<file path="config.mk">
export PLATFORM = sky130hd
export DESIGN_NAME = coord_frame_ctrl
export DESIGN_NICKNAME = d
export VERILOG_FILES = /design/src/rtl/coord_pkg.sv /design/src/rtl/sat_counter16.sv /design/src/rtl/coord_frame_ctrl.sv
export SDC_FILE = /design/constraint.sdc
export NUM_CORES = 1
export LEC_CHECK = 0
export ABC_AREA = 1
export CAP_MARGIN = 20
export CORE_ASPECT_RATIO = 1.5
export CORE_MARGIN = 2
export CORE_UTILIZATION = 47
export CTS_BUF_LIST = sky130_fd_sc_hd__clkbuf_4 sky130_fd_sc_hd__clkbuf_8
export CTS_CLUSTER_SIZE = 25
export DETAILED_ROUTE_END_ITERATION = 10
export GPL_ROUTABILITY_DRIVEN = 0
export GPL_TIMING_DRIVEN = 0
export PLACE_DENSITY = 0.91
export SLEW_MARGIN = 20
export SYNTH_ARGS = -nofsm -noshare
export SYNTH_HDL_FRONTEND = slang
export SYNTH_SLANG_ARGS = --single-unit
export TNS_END_PERCENT = 30
</file>
<file path="constraint.sdc">
create_clock -name clock -period 2.4 [get_ports clock]
set_input_delay 0.6 -clock clock [delete_from_list [all_inputs] [get_ports clock]]
set_output_delay 0.6 -clock clock [all_outputs]
set_load 0.02 [all_outputs]
</file>
<file path="src/rtl/coord_pkg.sv">
// Purpose: shared constants and types for the coordinate frame sequencer.
// Latency: n/a (declarations only).
// Backpressure: n/a.
package coord_pkg;

  localparam logic [7:0] SYNC_BYTE     = 8'd83;  // 'S'
  localparam logic [7:0] END_BYTE      = 8'd69;  // 'E'
  localparam int         PAYLOAD_BYTES = 12;     // 6 x 16-bit, MSB first
  localparam int         COORD_W       = 96;

  // Index of the last payload byte, in the width of the payload counter.
  localparam logic [3:0] LAST_PAYLOAD = 4'(PAYLOAD_BYTES - 1);

  typedef enum logic [2:0] {
    ST_HUNT    = 3'd0,
    ST_PAYLOAD = 3'd1,
    ST_TRAILER = 3'd2,
    ST_WAIT    = 3'd3,
    ST_RECOVER = 3'd4
  } state_t;

  localparam logic [1:0] ERR_BAD_END  = 2'd0;
  localparam logic [1:0] ERR_BYTE_TO  = 2'd1;
  localparam logic [1:0] ERR_PARSE_TO = 2'd2;
  localparam logic [1:0] ERR_OVERRUN  = 2'd3;

endpackage

</file>
<file path="src/rtl/sat_counter16.sv">
// Purpose: 16-bit event counter that sticks at 16'hFFFF instead of wrapping.
// Latency: count reflects an inc one cycle after it is sampled.
// Backpressure: none; every inc pulse is counted until saturation.
// Ports: clock, clr (sync clear, wins over inc), inc (count enable), count (value).
module sat_counter16 (
  input  logic        clock,
  input  logic        clr,
  input  logic        inc,
  output logic [15:0] count
);

  always_ff @(posedge clock) begin
    if (clr) begin
      count <= 16'd0;
    end else if (inc && (count != 16'hFFFF)) begin
      count <= count + 16'd1;
    end
  end

endmodule

</file>
<file path="src/rtl/coord_frame_ctrl.sv">
// Purpose: frames UART bytes (sync, 12 payload, end), feeds the coordinate parser, polices timeouts.
// Latency: forwarded bytes and all status outputs are registered, 1 cycle after the sampled input.
// Backpressure: none on rx; bytes arriving while a frame awaits the parser are dropped as an overrun.
// Ports: clock/reset; rx_byte/rx_valid from UART; parser_ready/parser_coords from parser;
//        parser_byte/parser_we/parser_reset to parser; coords/coords_valid frame result;
//        frame_err/err_code error report; good_count/drop_count saturating statistics.
module coord_frame_ctrl
  import coord_pkg::*;
#(
  parameter int BYTE_TIMEOUT  = 50000,
  parameter int PARSE_TIMEOUT = 64
) (
  input  logic               clock,
  input  logic               reset,
  input  logic [7:0]         rx_byte,
  input  logic               rx_valid,
  input  logic               parser_ready,
  input  logic [COORD_W-1:0] parser_coords,
  output logic [7:0]         parser_byte,
  output logic               parser_we,
  output logic               parser_reset,
  output logic [COORD_W-1:0] coords,
  output logic               coords_valid,
  output logic               frame_err,
  output logic [1:0]         err_code,
  output logic [15:0]        good_count,
  output logic [15:0]        drop_count
);

  // The shared timer holds the number of idle cycles already elapsed in the
  // current state; the timeout fires on the cycle where it would reach the limit,
  // so frame_err rises exactly LIMIT edges after the edge that started the timer.
  localparam logic [15:0] BYTE_TO_LAST  = 16'(BYTE_TIMEOUT - 1);
  localparam logic [15:0] PARSE_TO_LAST = 16'(PARSE_TIMEOUT - 1);

  state_t      state_q, state_d;
  logic [3:0]  cnt_q, cnt_d;
  logic [15:0] timer_q, timer_d;
  logic        fwd;        // accept rx_byte and pass it to the parser
  logic        err;        // error entry this cycle
  logic [1:0]  err_kind;
  logic        good;       // parser finished a validated frame
  logic        drop_byte;  // byte discarded while recovering

  always_ff @(posedge clock) begin
    if (reset) begin
      state_q <= ST_HUNT;
      cnt_q   <= 4'd0;
      timer_q <= 16'd0;
    end else begin
      state_q <= state_d;
      cnt_q   <= cnt_d;
      timer_q <= timer_d;
    end
  end

  always_comb begin
    state_d   = state_q;
    cnt_d     = cnt_q;
    timer_d   = timer_q;
    fwd       = 1'b0;
    err       = 1'b0;
    err_kind  = ERR_BAD_END;
    good      = 1'b0;
    drop_byte = 1'b0;

    case (state_q)
      ST_HUNT: begin
        if (rx_valid && (rx_byte == SYNC_BYTE)) begin
          fwd     = 1'b1;
          cnt_d   = 4'd0;
          timer_d = 16'd0;
          state_d = ST_PAYLOAD;
        end
      end

      // Sync-valued bytes here are payload data; no resync inside a frame.
      ST_PAYLOAD: begin
        if (rx_valid) begin
          fwd     = 1'b1;
          timer_d = 16'd0;
          cnt_d   = cnt_q + 4'd1;
          if (cnt_q == LAST_PAYLOAD) begin
            state_d = ST_TRAILER;
          end
        end else if (timer_q == BYTE_TO_LAST) begin
          err      = 1'b1;
          err_kind = ERR_BYTE_TO;
        end else begin
          timer_d = timer_q + 16'd1;
        end
      end

      ST_TRAILER: begin
        if (rx_valid) begin
          if (rx_byte == END_BYTE) begin
            fwd     = 1'b1;
            timer_d = 16'd0;
            state_d = ST_WAIT;
          end else begin
            err      = 1'b1;
            err_kind = ERR_BAD_END;
          end
        end else if (timer_q == BYTE_TO_LAST) begin
          err      = 1'b1;
          err_kind = ERR_BYTE_TO;
        end else begin
          timer_d = timer_q + 16'd1;
        end
      end

      // Ready has priority: a completed parse is never discarded. A byte that
      // coincides with ready is ignored as if it arrived in HUNT.
      ST_WAIT: begin
        if (parser_ready) begin
          good    = 1'b1;
          state_d = ST_HUNT;
        end else if (rx_valid) begin
          err      = 1'b1;
          err_kind = ERR_OVERRUN;
        end else if (timer_q == PARSE_TO_LAST) begin
          err      = 1'b1;
          err_kind = ERR_PARSE_TO;
        end else begin
          timer_d = timer_q + 16'd1;
        end
      end

      ST_RECOVER: begin
        drop_byte = rx_valid;
        state_d   = ST_HUNT;
      end

      default: begin
        state_d = ST_HUNT;
      end
    endcase

    if (err) begin
      state_d = ST_RECOVER;
    end
  end

  // Registered outputs. parser_reset is issued from RECOVER, which is never a
  // forwarding state, so it cannot overlap parser_we.
  always_ff @(posedge clock) begin
    if (reset) begin
      parser_byte  <= 8'd0;
      parser_we    <= 1'b0;
      parser_reset <= 1'b0;
      coords       <= '0;
      coords_valid <= 1'b0;
      frame_err    <= 1'b0;
      err_code     <= 2'd0;
    end else begin
      parser_we    <= fwd;
      parser_reset <= (state_q == ST_RECOVER);
      coords_valid <= good;
      frame_err    <= err;
      if (fwd) begin
        parser_byte <= rx_byte;
      end
      if (good) begin
        coords <= parser_coords;
      end
      if (err) begin
        err_code <= err_kind;
      end
    end
  end

  sat_counter16 u_good_cnt (
    .clock (clock),
    .clr   (reset),
    .inc   (good),
    .count (good_count)
  );

  sat_counter16 u_drop_cnt (
    .clock (clock),
    .clr   (reset),
    .inc   (err | drop_byte),
    .count (drop_count)
  );

endmodule

</file>
Word-level counts from Yosys, hierarchy flattened:

Index checks and enable logic that the tools add are counted.
W data, S select, Z words.

* register bits: 165
* word-level logic and storage cells: 99
* output and inout port bits: 142

* add/sub/neg operators: 4
* mux-type cells: 42
* eq/ne operators: 27
* bitwise logic cells: 1
* reduce and logical (&&, ||, !) cells: 12

Operators by type and width (count)
* $mux W16: 8
* $pmux W16 S4: 1
* $add A16 B1 Y16 const B: 3
* $ne A16 B16 Y1 const B: 2
* $mux W3: 7
* $ne A3 B3 Y1 const B: 7
* $ne A2 B2 Y1 const B: 9
* $reduce_and A6 Y1: 3
* $eq A16 B16 Y1 const B: 1
* $eq A16 B6 Y1 const B: 1
* $eq A8 B7 Y1 const B: 2
* $mux W1: 15
* $pmux W3 S4: 1
* $mux W2: 4
* $mux W4: 2
* $pmux W4 S2: 1
* $eq A3 B2 Y1 const B: 2
* $pmux W1 S3: 2
* $add A4 B1 Y4 const B: 1
* $eq A4 B4 Y1 const B: 1
* $pmux W2 S2: 1
* $reduce_bool A4 Y1: 1
* $reduce_or A2 Y1: 2
* $eq A3 B1 Y1 const B: 1
* other kinds (6): 8

Depth between registers and ports, before layout:

* word-level depth: 7
* depth in mapped cells: 12
* gate-level depth less buffers: 12

By module:

From an unflattened synthesis, not the netlist that was laid out.

* cells, all modules: 1075
* area total of the unflattened synthesis: 7424.6 um^2

By module, submodules not included
* coord_frame_ctrl: instances 1, area each 5521.5 um^2, cells each 768
* sat_counter16 at u_good_cnt: instances 1, area each 973.4 um^2, cells each 158
* sat_counter16 at u_drop_cnt: instances 1, area each 929.6 um^2, cells each 149

Worst setup path before layout:

OpenSTA, ideal clock, no wires.

* path kind: flip-flop to flip-flop
* start: register u_drop_cnt.count[0]
* end: register u_drop_cnt.count[7]
* stages on the path, launching flop included: 10
* period minus slack after synthesis: 1.833 ns
* data arrival time: 1.701 ns
* path slack: 0.567 ns
* path through: dfxtp_1 -> ha_1 -> nand2_2 -> nor3_4 -> nand2_2 -> clkinv_2 -> nand4_4 -> buf_2 -> nand3_1 -> a21oi_1

* word-level cells in the longest chain between the ends: 2
* elaborated cells between the ends (all ways): 3
* classes of those cells: add/sub (1); eq/ne (1); reduce/logical (1)

Ends and longest elaborated chain
* start: declaration: line sat_counter16.sv:9 `output logic [15:0] count`
* start signal: assignment: line sat_counter16.sv:16 `count <= count + 16'd1;`
* parallel branches: the longest is 2 deep, another holds $add A16 B1 Y16

Parallel ways; which one is timed is not known.
A chain may end at the register's enable or synchronous reset.

Final worst setup path:

* start: register u_drop_cnt.count[10]
* end: output drop_count[10]

RTL lines
* end: declaration: line coord_frame_ctrl.sv:27 `output logic [15:0] drop_count`

No word-level cell between the ends.

==> summary.md <==
| Metric | Value |
|---|---|
| Mapped Avg Cell Area | around 7 µm² |
| Pin count of the biggest net entering global routing | 17 |
| Total clock buffers created by CTS | 17 |
| Post-route clock period utilization | 92.7% |
| Ys flop type | dfxtp_1 |
| Asr flop ratio synth | 0% |
| Total Wirelength | ~22,000 µm |
| Synth Warn # | 0 |
| Detailed Routing Iterations Pass 1 | 5 |
| Hold Crit Depth | 2 |
| Crit Path Category | register to output port |
| Remaining antenna violation count after routing | 0 |
| Hold Vio Cnt, Final | 0 |
| Crit Path Max Fanout | 7 |
| Syn nets | approximately 1,100 |
| Synth cell types | 42 |
| Layout overhead on the synthesized area | 42.4% |
| Worst-Margin Slew | 0.600 ns |
| Hold-fix buffers, CTS | 0 |
| Total grt overflow | 0 |
| Hold Crit Class | register to register |
| Wirelength per Cell | ~15 µm |
| Cell count along the critical path | 1 |
| Flops & latches, synth | 165 |
| Die area | 16,500 µm² |
| PostCTS Resize Cnt | 0 |
| Setup violators final | 0 |
| Maximum vdd drop | 545 µV |
| Number of global-route vias before repair | slightly below 8,000 |
| Clock Sink Count | ~170 |
| Clk_skew | 0.0209 ns |
| Antenna cells | 0 |
| Max Fclk | 0.450 GHz |
| Worst endpoint data arrival time | between 1.5 and 2 ns |
| Drc violations | 0 |
| Crit path launch type | register |
| Post-synth top area cell | dfxtp_1 |
| Post-Route Utilization | 68.5% |
| Critical Path RT | 1.80 ns |
| Total setup buffers inserted after CTS | 0 |
| CP max stage delay | 0.67 ns |
| Via/cell ratio | ~5.2 |
| Minimum clock period | 2.22 ns |
| First DRT Iteration DRCs | 423 |
| Die H | around 160 µm |
| Core area | 15,100 µm² |
| Post-synth design cell area | between 7000 and 8000 µm² |
| Number of I/O pins | 250 |
| Worst path slowest cell | clkdlybuf4s50_1 |
| LEAKAGE | 0.00420 µW |
| Syn Inst Count | ~1,000 |
| Clk root buf | clkbuf_8 |
| Synth top area share | a little under half |
| Power density cells | slightly above 500 nW/µm² |
| Critical-path cell list | clkdlybuf4s50_1 |
| CTS clk-pin slew, worst paths | 0.11 ns |
| Number of port buffers | 247 |
| NumNets Final | 1,415 |
| TritonCTS clock tree | done |
| Buffer depth of the longest clock path | 2 |
| Die width | around 110 µm |
| Placed wire-length estimate | 16,800 µm |
| Commonest non-fill, non-tap cell in the layout | nor2_1 |
| Initial antenna violation count | 0 |
| Initial core utilization | 48.1% |
| Cell family with most CP delay | buffers and inverters |
| Design Power | 5220 µW |
| Most frequent cells in the layout | nor2_1 (269), clkdlybuf4s50_1 (247), nand2_1 (168) |
| Ratio of cells with drive above 1 in the final layout | between 5 and 6% |
| Total GRT Usage | a little over a quarter |
| Number of synthesized flops with an enable pin | 0 |
| Worst R2R Path Depth | 10 |
| Slew HR | 60.0% |
| Bufs and invs on worst path | 1 |
| Clock Latency Late Sink | ~0.45 ns |
| Top post-synthesis cells by area | dfxtp_1 (45%), nor2_1 (14%), nand2_1 (8.7%) |
| Run status | finished clean |
| Sequential fraction of the synthesis area | 45.4% |
| Crit. End Element | output port |
| Row cnt | 55 |
| H-tree levels | 4 |
| Max cap viols | 0 |
| Vias | 7,944 |
| RSZ-0062 raised after global routing | false |
| Pins Over Slew Limit | 0 |
| Global-route wire length before repair | 36,100 µm |
through the flow:
stage	cell area, µm²	hold slack [ns]	setup WS [ns]	setup TNS [ns]	std cells
6_report	10400	0.490	0.176	0	1515
2_1_floorplan	7280	0.479	0.567	0	1037
3_3_place_gp	10000	0.465	-0.161	-3.34	1483
3_5_place_dp	10000	0.476	-0.138	-3.79	1483
5_1_grt	10400	0.512	0.104	0	1515
4_1_cts	10400	0.492	0.163	0	1515
where the power goes:
group	internal [µW]	leakage [µW]	total [µW]	switching [µW]
logic	260	0.00269	527	268
registers	2770	0.00133	2800	30.3
clock network	773	0.000176	1900	1120
layout make-up:
class / instances / area [µm²]
Timing Repair Buffer: 247 / 2470
Sequential cell: 165 / 3300
Clock inverter: 13 / 119
Multi-Input combinational cell: 753 / 3490
Inverter: 68 / 256
Tap cell: 199 / 249
Fill cell: 1215 / 4770
Buffer: 51 / 233
Clock buffer: 19 / 249
flip-flops by register name, summed over array words and instances, names as in the netlist:
| name | count |
|---|---|
| cnt_q | 4 |
| coords | 96 |
| coords_valid | 1 |
| err_code | 2 |
| frame_err | 1 |
| parser_byte | 8 |
| parser_reset | 1 |
| parser_we | 1 |
| state_q | 3 |
| timer_q | 16 |
| u_drop_cnt.count | 16 |
| u_good_cnt.count | 16 |
routing by layer:
layer  vias up  routed length [µm]  GRT usage (%)
li1       3878                   -              -
met1      3629                7970           26.9
met2       351               11800           50.0
met3        86                1690           7.50
met4         0                 969           14.1
met5         -                   0              0
path summary, 6_finish.rpt:
path	startpoint	end	slack [ns]
setup / recovery	u_drop_cnt.count[10]$_SDFFE_PP0P_	drop_count[10]	0.18
hold / removal	parser_byte[3]$_SDFFE_PP0P_	parser_byte[3]$_SDFFE_PP0P_	0.49
setup reg to reg	timer_q[0]$_SDFFE_PP0P_	u_drop_cnt.count[4]$_SDFFE_PP0P_	0.25
hold reg to reg	parser_byte[3]$_SDFFE_PP0P_	parser_byte[3]$_SDFFE_PP0P_	0.49
Yosys cell counts, drive strengths merged, types with 15 or more instances:
library cell	instances
o21ai	110
nor3	17
clkbuf	36
nand2	172
nand3	66
nor2	271
nand4	24
xor2	18
dfxtp	165
buf	15
a21oi	45
inv	67
cells by family (layout without fill, tap and decap cells):
kind of cell    Yosys count  in the layout  synth area share [%]
compound gates          164            164                  11.7
xor+xnor                 24             24                  2.89
fa+ha+maj                 4              4                 0.687
buf+inv                 119            398                  6.72
flops                   165            165                  45.4
simple gates            561            561                  32.7
worst register-to-register path, stage by stage (launching register included):
cell and delay, ns:
dfxtp_1 0.44, ha_1 0.32, nand3_2 0.21, nor2_1 0.15
nand3_1 0.14, nand2_1 0.12, nand2_1 0.11, nand3_4 0.17
buf_4 0.19, nand3_1 0.08, a21oi_1 0.14
No activity file was read; power rests on OpenSTA's default activity.
